<file path="src/rtl/apb_slave_regbank_if.sv">
// apb_slave_regbank_if: APB bus signals between a master and the register-bank slave
interface apb_slave_regbank_if #(
  parameter int NUM_SLAVES = 3,
  parameter int ADDR_WIDTH = 32,
  parameter int DATA_WIDTH = 32
);
  logic [NUM_SLAVES-1:0]   psel;
  logic                    penable;
  logic                    pwrite;
  logic [ADDR_WIDTH-1:0]   paddr;
  logic [DATA_WIDTH-1:0]   pwdata;
  logic [DATA_WIDTH/8-1:0] pstrb;
  logic [DATA_WIDTH-1:0]   prdata;
  logic                    pready;
  logic                    pslverr;
  modport master (output psel, penable, pwrite, paddr, pwdata, pstrb, input prdata, pready, pslverr);
  modport slave  (input psel, penable, pwrite, paddr, pwdata, pstrb, output prdata, pready, pslverr);
endinterface

</file>
<file path="src/rtl/apb_slave_regbank.sv">
// apb_slave_regbank: APB slave with NUM_SLAVES independent register banks, wait states, byte strobes and error responses
module apb_slave_regbank #(
  parameter int                          NUM_SLAVES  = 3,
  parameter int                          ADDR_WIDTH  = 32,
  parameter int                          DATA_WIDTH  = 32,
  parameter int                          DEPTH       = 16,
  parameter int                          WAIT_CYCLES = 0,
  parameter logic [DATA_WIDTH-1:0]       RESET_VALUE = '0
) (
  input logic pclk,
  input logic presetn,
  apb_slave_regbank_if.slave bus
);
  localparam int NB  = DATA_WIDTH / 8;
  localparam int LSB = $clog2(NB);
  localparam int IW  = $clog2(DEPTH);
  localparam int SW  = NUM_SLAVES > 1 ? $clog2(NUM_SLAVES) : 1;
  typedef enum logic {IDLE, ACCESS} state_t;
  state_t                state;
  logic [3:0]            cnt;
  logic [DATA_WIDTH-1:0] mem [NUM_SLAVES][DEPTH];
  logic [SW-1:0]         sel;
  logic [IW-1:0]         word;
  logic                  onehot, err, ready, wr_en;
  always_comb begin
    sel = '0;
    for (int i = 0; i < NUM_SLAVES; i++) sel = bus.psel[i] ? SW'(i) : sel;
  end
  assign word   = bus.paddr[LSB +: IW];
  assign onehot = (bus.psel != '0) && ((bus.psel & (bus.psel - 1'b1)) == '0);
  assign err    = !onehot || (bus.paddr[LSB-1:0] != '0) || ((bus.paddr >> (LSB + IW)) != '0);
  // pready depends only on registered state, never on live inputs
  assign ready  = (state == ACCESS) && (cnt == 4'd0);
  assign wr_en  = ready && bus.penable && bus.pwrite && !err;
  assign bus.pready  = ready;
  assign bus.pslverr = ready && err;
  assign bus.prdata  = (ready && !bus.pwrite && !err) ? mem[sel][word] : '0;
  always_ff @(posedge pclk or negedge presetn)
    if (!presetn) begin
      state <= IDLE;
      cnt   <= '0;
    end else if (state == IDLE) begin
      if (|bus.psel && !bus.penable) begin
        state <= ACCESS;
        cnt   <= 4'(WAIT_CYCLES);
      end
    end else if (!(|bus.psel)) state <= IDLE;
    else if (cnt != 4'd0) cnt <= cnt - 4'd1;
    else if (bus.penable) state <= IDLE;
  always_ff @(posedge pclk or negedge presetn)
    if (!presetn) begin
      for (int s = 0; s < NUM_SLAVES; s++)
        for (int w = 0; w < DEPTH; w++) mem[s][w] <= RESET_VALUE;
    end else if (wr_en) begin
      for (int b = 0; b < NB; b++)
        if (bus.pstrb[b]) mem[sel][word][8*b +: 8] <= bus.pwdata[8*b +: 8];
    end
endmodule

</file>
<file path="src/flat_wrapper.sv">
// flat-port wrapper written by rule: the top's interface ports become plain ports
module apb_slave_regbank_flat 
#(
  parameter int                          NUM_SLAVES  = 3,
  parameter int                          ADDR_WIDTH  = 32,
  parameter int                          DATA_WIDTH  = 32,
  parameter int                          DEPTH       = 16,
  parameter int                          WAIT_CYCLES = 0,
  parameter logic [DATA_WIDTH-1:0]       RESET_VALUE = '0
)
  (pclk, presetn, bus_psel, bus_penable, bus_pwrite, bus_paddr, bus_pwdata, bus_pstrb, bus_prdata, bus_pready, bus_pslverr);
  apb_slave_regbank_if #(.NUM_SLAVES(NUM_SLAVES), .ADDR_WIDTH(ADDR_WIDTH), .DATA_WIDTH(DATA_WIDTH)) bus_i ();
  input logic pclk;
  input logic presetn;
  input wire logic [$bits(bus_i.psel)-1:0] bus_psel;
  input wire logic [$bits(bus_i.penable)-1:0] bus_penable;
  input wire logic [$bits(bus_i.pwrite)-1:0] bus_pwrite;
  input wire logic [$bits(bus_i.paddr)-1:0] bus_paddr;
  input wire logic [$bits(bus_i.pwdata)-1:0] bus_pwdata;
  input wire logic [$bits(bus_i.pstrb)-1:0] bus_pstrb;
  output wire logic [$bits(bus_i.prdata)-1:0] bus_prdata;
  output wire logic [$bits(bus_i.pready)-1:0] bus_pready;
  output wire logic [$bits(bus_i.pslverr)-1:0] bus_pslverr;
  assign bus_i.psel = bus_psel;
  assign bus_i.penable = bus_penable;
  assign bus_i.pwrite = bus_pwrite;
  assign bus_i.paddr = bus_paddr;
  assign bus_i.pwdata = bus_pwdata;
  assign bus_i.pstrb = bus_pstrb;
  assign bus_prdata = bus_i.prdata;
  assign bus_pready = bus_i.pready;
  assign bus_pslverr = bus_i.pslverr;
  apb_slave_regbank #(.NUM_SLAVES(NUM_SLAVES), .ADDR_WIDTH(ADDR_WIDTH), .DATA_WIDTH(DATA_WIDTH), .DEPTH(DEPTH), .WAIT_CYCLES(WAIT_CYCLES), .RESET_VALUE(RESET_VALUE)) u_core (.pclk(pclk), .presetn(presetn), .bus(bus_i));
endmodule
</file>
<file path="config.mk">
export PLATFORM = sky130hd
export DESIGN_NAME = apb_slave_regbank_flat
export DESIGN_NICKNAME = d
export VERILOG_FILES = /design/src/rtl/apb_slave_regbank_if.sv /design/src/rtl/apb_slave_regbank.sv /design/src/flat_wrapper.sv
export SDC_FILE = /design/constraint.sdc
export NUM_CORES = 2
export LEC_CHECK = 0
export CORE_ASPECT_RATIO = 1.4
export CORE_UTILIZATION = 47
export CTS_BUF_LIST = sky130_fd_sc_hd__clkbuf_4 sky130_fd_sc_hd__clkbuf_8 sky130_fd_sc_hd__clkbuf_16
export CTS_CLUSTER_DIAMETER = 50
export DETAILED_ROUTE_END_ITERATION = 10
export GPL_TIMING_DRIVEN = 0
export PLACE_DENSITY = 0.63
export SLEW_MARGIN = 20
export SYNTH_ARGS = -nofsm -noshare
export SYNTH_HDL_FRONTEND = slang
export SYNTH_SLANG_ARGS = --single-unit
</file>
<file path="constraint.sdc">
create_clock -name pclk -period 2.3 [get_ports pclk]
set_input_delay 0.345 -clock pclk [delete_from_list [all_inputs] [get_ports pclk]]
set_output_delay 0.345 -clock pclk [all_outputs]
set_load 0.005 [all_outputs]
</file>
== Word level (Yosys, flattened, before mapping) ==
Index checks and enable logic that the tools add are counted.
W data, S select, Z words.

* Output and inout port bits: 34
* Bits in registers: 1,541
* Input bits: 75
* Logic and storage cells: 132

* Reductions and logical operators: 26
* Equal/unequal tests: 2
* Bitwise gates (word level): 3
* Add/sub/neg operators: 2
* Magnitude comparators: 4
* Multiplexer cells: 45

{| class="wikitable"
|+ Operators by type and width
! cell !! count
|-
| $mux W1536 || 7
|-
| $bwmux W1536 || 4
|-
| $demux W512 S2 || 4
|-
| $mux W512 || 6
|-
| $bmux W512 S2 || 1
|-
| $demux W32 S4 || 4
|-
| $bmux W32 S4 || 1
|-
| $mux W32 || 4
|-
| $reduce_bool A32 Y1 || 1
|-
| $mux W24 || 1
|-
| $mux W16 || 1
|-
| $mux W4 || 4
|-
| $logic_and A1 B1 Y1 || 11
|-
| $mux W8 || 1
|-
| $mux W1 || 6
|-
| $ge A5 B5 Y1 const B || 1
|-
| $lt A5 B1 Y1 const B || 1
|-
| $not A4 Y5 || 1
|-
| $logic_not A1 Y1 || 4
|-
| $logic_not A4 Y1 || 1
|-
| $ne A2 B2 Y1 const B || 2
|-
| $reduce_bool A2 Y1 || 2
|-
| $reduce_bool A4 Y1 || 1
|-
| $sub A4 B1 Y4 const B || 1
|-
| other kinds (11) || 12
|}

== Logic depth before layout (Yosys ltp) ==
* Depth in word-level cells: 18
* Depth in mapped cells: 11
* Depth with buffers taken out: 9

== Least setup slack after synthesis ==
Ideal clock, no wire load.

* Path kind: register to output
* Start point: register u_core.cnt[0]
* End point: output port bus_prdata[10]
* Path buffers: 1
* Cell stages (with the launch flop): 10
* Arrival: 2.177 ns
* Required time: 1.955 ns
* Slack: -0.222 ns
* Cell sequence: dfrtp_1 -> inv_1 -> ha_1 -> nor3b_1 -> nand2_1 -> or4_1 -> or2_1 -> buf_2 -> a211o_1 -> a2111oi_2

* Longest elaborated chain between the ends: 5

{| class="wikitable"
|+ Ends and longest elaborated chain
! element !! RTL line !! RTL
|-
| from (decl) || apb_slave_regbank.sv:20 || <nowiki>logic [3:0] cnt;</nowiki>
|-
| from (signal assigned) || apb_slave_regbank.sv:45 || <nowiki>cnt <= 4'(WAIT_CYCLES);</nowiki>
|-
| from (signal assigned) || apb_slave_regbank.sv:48 || <nowiki>else if (cnt != 4'd0) cnt <= cnt - 4'd1;</nowiki>
|-
| $logic_not A4 Y1 || apb_slave_regbank.sv:33 || <nowiki>assign ready = (state == ACCESS) && (cnt == 4'd0);</nowiki>
|-
| $logic_and A1 B1 Y1 || apb_slave_regbank.sv:33 ||
|-
| $logic_and A1 B1 Y1 (2 in series) || apb_slave_regbank.sv:37 || <nowiki>assign bus.prdata = (ready && !bus.pwrite && !err) ? mem[sel][word] : '0;</nowiki>
|-
| $mux W32 || apb_slave_regbank.sv:37 ||
|-
| to (decl) || flat_wrapper.sv:21 || <nowiki>output wire logic [$bits(bus_i.prdata)-1:0] bus_prdata;</nowiki>
|}

Every way passes these cells.

== Final worst setup path ==
* Start point: input port bus_psel[2]
* End point: output port bus_prdata[20]

* Longest elaborated chain between the ends: 10
* Elaborated cells on any way between the ends: 19
* Those cells by class: add/sub (1); mux (8); bitwise (2); reduce/logical (8)

{| class="wikitable"
|+ Ends and longest elaborated chain
! element !! RTL line !! RTL
|-
| from (decl) || flat_wrapper.sv:15 || <nowiki>input wire logic [$bits(bus_i.psel)-1:0] bus_psel;</nowiki>
|-
| branches (longest 9 deep; another with $bmux W512 S2) || n/a ||
|-
| $mux W32 * || apb_slave_regbank.sv:37 ||
|}

Every way passes the cells marked *. The select of a mux whose other input is x is not followed.

==> impl_metrics.tcl <==
set metrics [dict create \
    status "complete, but fails checks" \
    violations "setup timing" \
    synth.avg_cell_area_sq_um 13.52 \
    fmax_mhz 247.9 \
    cp_data_required_time_ps 1960 \
    max-cap-violations 0 \
    io_buffers 74 \
    utilization_pct 56.95 \
    nets 6047 \
    clock_skew_ps 27.60 \
    crit_path_top_delay_cell "a2111oi_4" \
    irDropWorstVdd_mv 0.6994 \
    fp.coreArea_sq_um 157300 \
    yosys_warnings 0 \
    crit_fanout 10 \
    rr_startpoint "u_core.cnt[0]" \
    seqPwrFrac_pct 44.7 \
    h-tree-depth 4 \
    cts_made_buffers 158 \
    critPathCaptureType "output port" \
    first_pass_iters 9 \
    synth_top_area_share_pct 51.69 \
    path_cells "clkdlybuf4s50_1 > buf_4 > inv_2 > buf_2 > clkbuf_2 > buf_12 > clkbuf_4 > o21ai_0 > a22oi_1 > nand4_1 > a2111oi_4 > buf_2" \
    ant_nets 0 \
    p_leak_nw 44.34 \
    cpPeakStageDelay_ps 610 \
    hold_path_class "input pin to flop" \
    whs_ps 43.95 \
    netlist_instances 5518 \
    layout_min_cycle_time_ps 4035 \
    syn-cell-area_sq_um 74610 \
    p_sw_mw 16.26 \
    rsz0062_at_grt "true" \
    cts_tree "yes" \
    place_congestion 1.096 \
    synth_seq_cells 1541 \
    intPower_mw 44.56 \
    rows 172 \
    setup_viol 1854 \
    async_reset_ff_share_pct 100.0 \
    worst_slew_pin_slew_ps 1095 \
    worst_slack_ps -1735 \
    grt_pass1_vias 54268 \
    p_sw_share_pct 26.74 \
    power_density_nw_per_um2 678.8 \
    grt_first_pass_wirelength_um 497700 \
    power.total_mw 60.82 \
    synth_area_leaders "dfrtp_1 52%, mux2_1 22%, mux2i_1 5.4%, nand3_4 4.2%, mux4_2 2.8%" \
    crit_start "bus_psel[2]" \
    syn_to_final_growth_pct 20.08 \
    cts_root_buffer "clkbuf_16" \
    cts.path.max_buffers 3 \
    start_util_pct 47.43 \
    yosys.area.top_type "dfrtp_1" \
    hpwl_um 247900 \
    drt_iter0_drc 8383 \
    whs_endpoint "u_core.mem[832]" \
    drive_above_1_share_pct 21.92 \
    criticalPathCategory "input pin to output port" \
    clk_pin_slew_ps 60 \
    fin_cells 8227 \
    worstPathArrival_ps 3690 \
    crit_path_frequent_cell "buf_2" \
    design.die.area_sq_um 160400 \
    crit_path_start_kind "input pin" \
    die_x_um 338.7 \
    synth.distinct_cells 63 \
    min_period_over_period_pct 175.4 \
    drc 0 \
    ys_seq_area_share_pct 51.69 \
    clock-sinks 1541 \
    rrSetupSlack_ps -740 \
    grt_use_total_pct 47.14 \
    synthFlopType "dfrtp_1" \
    hold_start "bus_pwdata[0]" \
    slew_headroom_pct 26.98 \
    antenna_found_initial 52 \
    clock_power_share_pct 45.3 \
    clock_latency_ps 850 \
    p_comb_share_pct 10.0 \
    synth_edf_count 0 \
    ios 109 \
    overflow 0 \
    drt-total-wl_um 379500 \
    r2r_end "u_core.mem[1368]" \
    avgRoutedWirePerCell_um 46.13 \
    min_path_cells 2 \
    synth_most_common_cell "dfrtp_1" \
    viasPerCell 6.902 \
    rr_worst_depth 13 \
    synth_common_cells "1541 x dfrtp_1, 1471 x mux2_1, 405 x mux2i_1, 333 x nand2_1, 287 x o21ai_0" \
    hold_viol_final 0 \
    slew_violations 0 \
    synth_nets 5594 \
    num_vias 56784 \
    dp_cells 7726 \
    die_height_um 473.4 \
    grt_max_degree 150 \
]
## cell usage in the layout (no fill, tap or decap), types with 24 or more instances in the layout
cell type,n
mux2_2,150
diode_2,49
clkbuf_4,48
mux2i_1,394
buf_16,69
a21oi_1,109
clkbuf_8,84
o21ai_0,284
o22ai_1,24
o211ai_1,30
buf_6,60
a22oi_1,84
mux2_1,1461
clkbuf_16,169
buf_12,75
clkdlybuf4s50_1,39
buf_8,30
nand2_1,324
nor2_1,154
buf_2,53
dfrtp_1,1541
nand3_4,190
mux4_2,92
buf_4,128
clkbuf_1,164
## worst max-delay path by stage
stage                  endpoint  cells past startpoint
2_1_floorplan    bus_prdata[10]                      9
3_3_place_gp   u_core.mem[1080]                      1
3_5_place_dp     bus_prdata[17]                     13
4_1_cts          bus_prdata[21]                     12
5_1_grt           bus_prdata[8]                     13
6_report         bus_prdata[20]                     12
## worst max-delay path: cells and delay by family
family / cells / cell delay (ps)
AO/OA/AOI/OAI: 3 / 950
buffers and inverters: 8 / 2070
AND/OR/NAND/NOR: 1 / 230
## cell families after synthesis
logic type | share of synthesized area, %
multiplexers | 32.68
flip-flops | 51.69
AND/OR/NAND/NOR | 7.773
AO/OA/AOI/OAI | 5.107
buffers and inverters | 2.740
adder cells (fa/ha/maj) | 0.01677
## power groups by stage
stage                     Sequential [mW]  Clock [mW]  Combinational (mW)
after floorplan                      27.7           0                1.76
after global placement               27.8           0                4.33
after detailed placement             27.7           0                4.89
after CTS                            27.2        27.4                5.47
after global routing                 27.2        28.4                5.99
final                                27.2        27.6                6.06
## per-stage QoR
| stage | instance area (sq um) | TNS (ps) | setup slack, ps |
|---|---|---|---|
| 3_5_place_dp | 79360 | -3146460 | -3632 |
| 6_report | 89590 | -1013450 | -1735 |
| 5_1_grt | 89480 | -1176640 | -1768 |
| 4_1_cts | 87780 | -1040710 | -1681 |
| 3_3_place_gp | 78050 | - | -69400 |
| 2_1_floorplan | 74700 | -2491 | -160.7 |
## flip-flops by register name (all words and copies together) (netlist names)
signal	cells
u_core.mem	1536
u_core.state	1
u_core.cnt	4
## repair_timing
action / in CTS / in global routing
setup endpoints to repair: 1840 / 2080
pin swaps: 28 / 17
cloned: 1 / 9
endpoints found under the hold margin: 144 / 143
setup buffers: 81 / 93
gates resized for setup: 656 / 156
hold buffers: 1 / 1
## per-layer routing
layer	GRT usage (%)	share of wire (%)	wire length, um
met2	65.57	41	156800
met4	43.86	11	42970
met3	18.64	13	47700
met1	55.46	35	131900
met5	0	0.043	164
## layout make-up
cell class	instances	area [sq um]
fill	12761	67720
multi-input combinational	3553	35010
inverter	9	33.78
timing repair buffer	296	3821
tap	2088	2613
antenna	49	122.6
clock inverter	51	643.1
buffer	412	3993
sequential	1541	38560
clock buffer	228	4790
(Power assumes the default switching activity.)
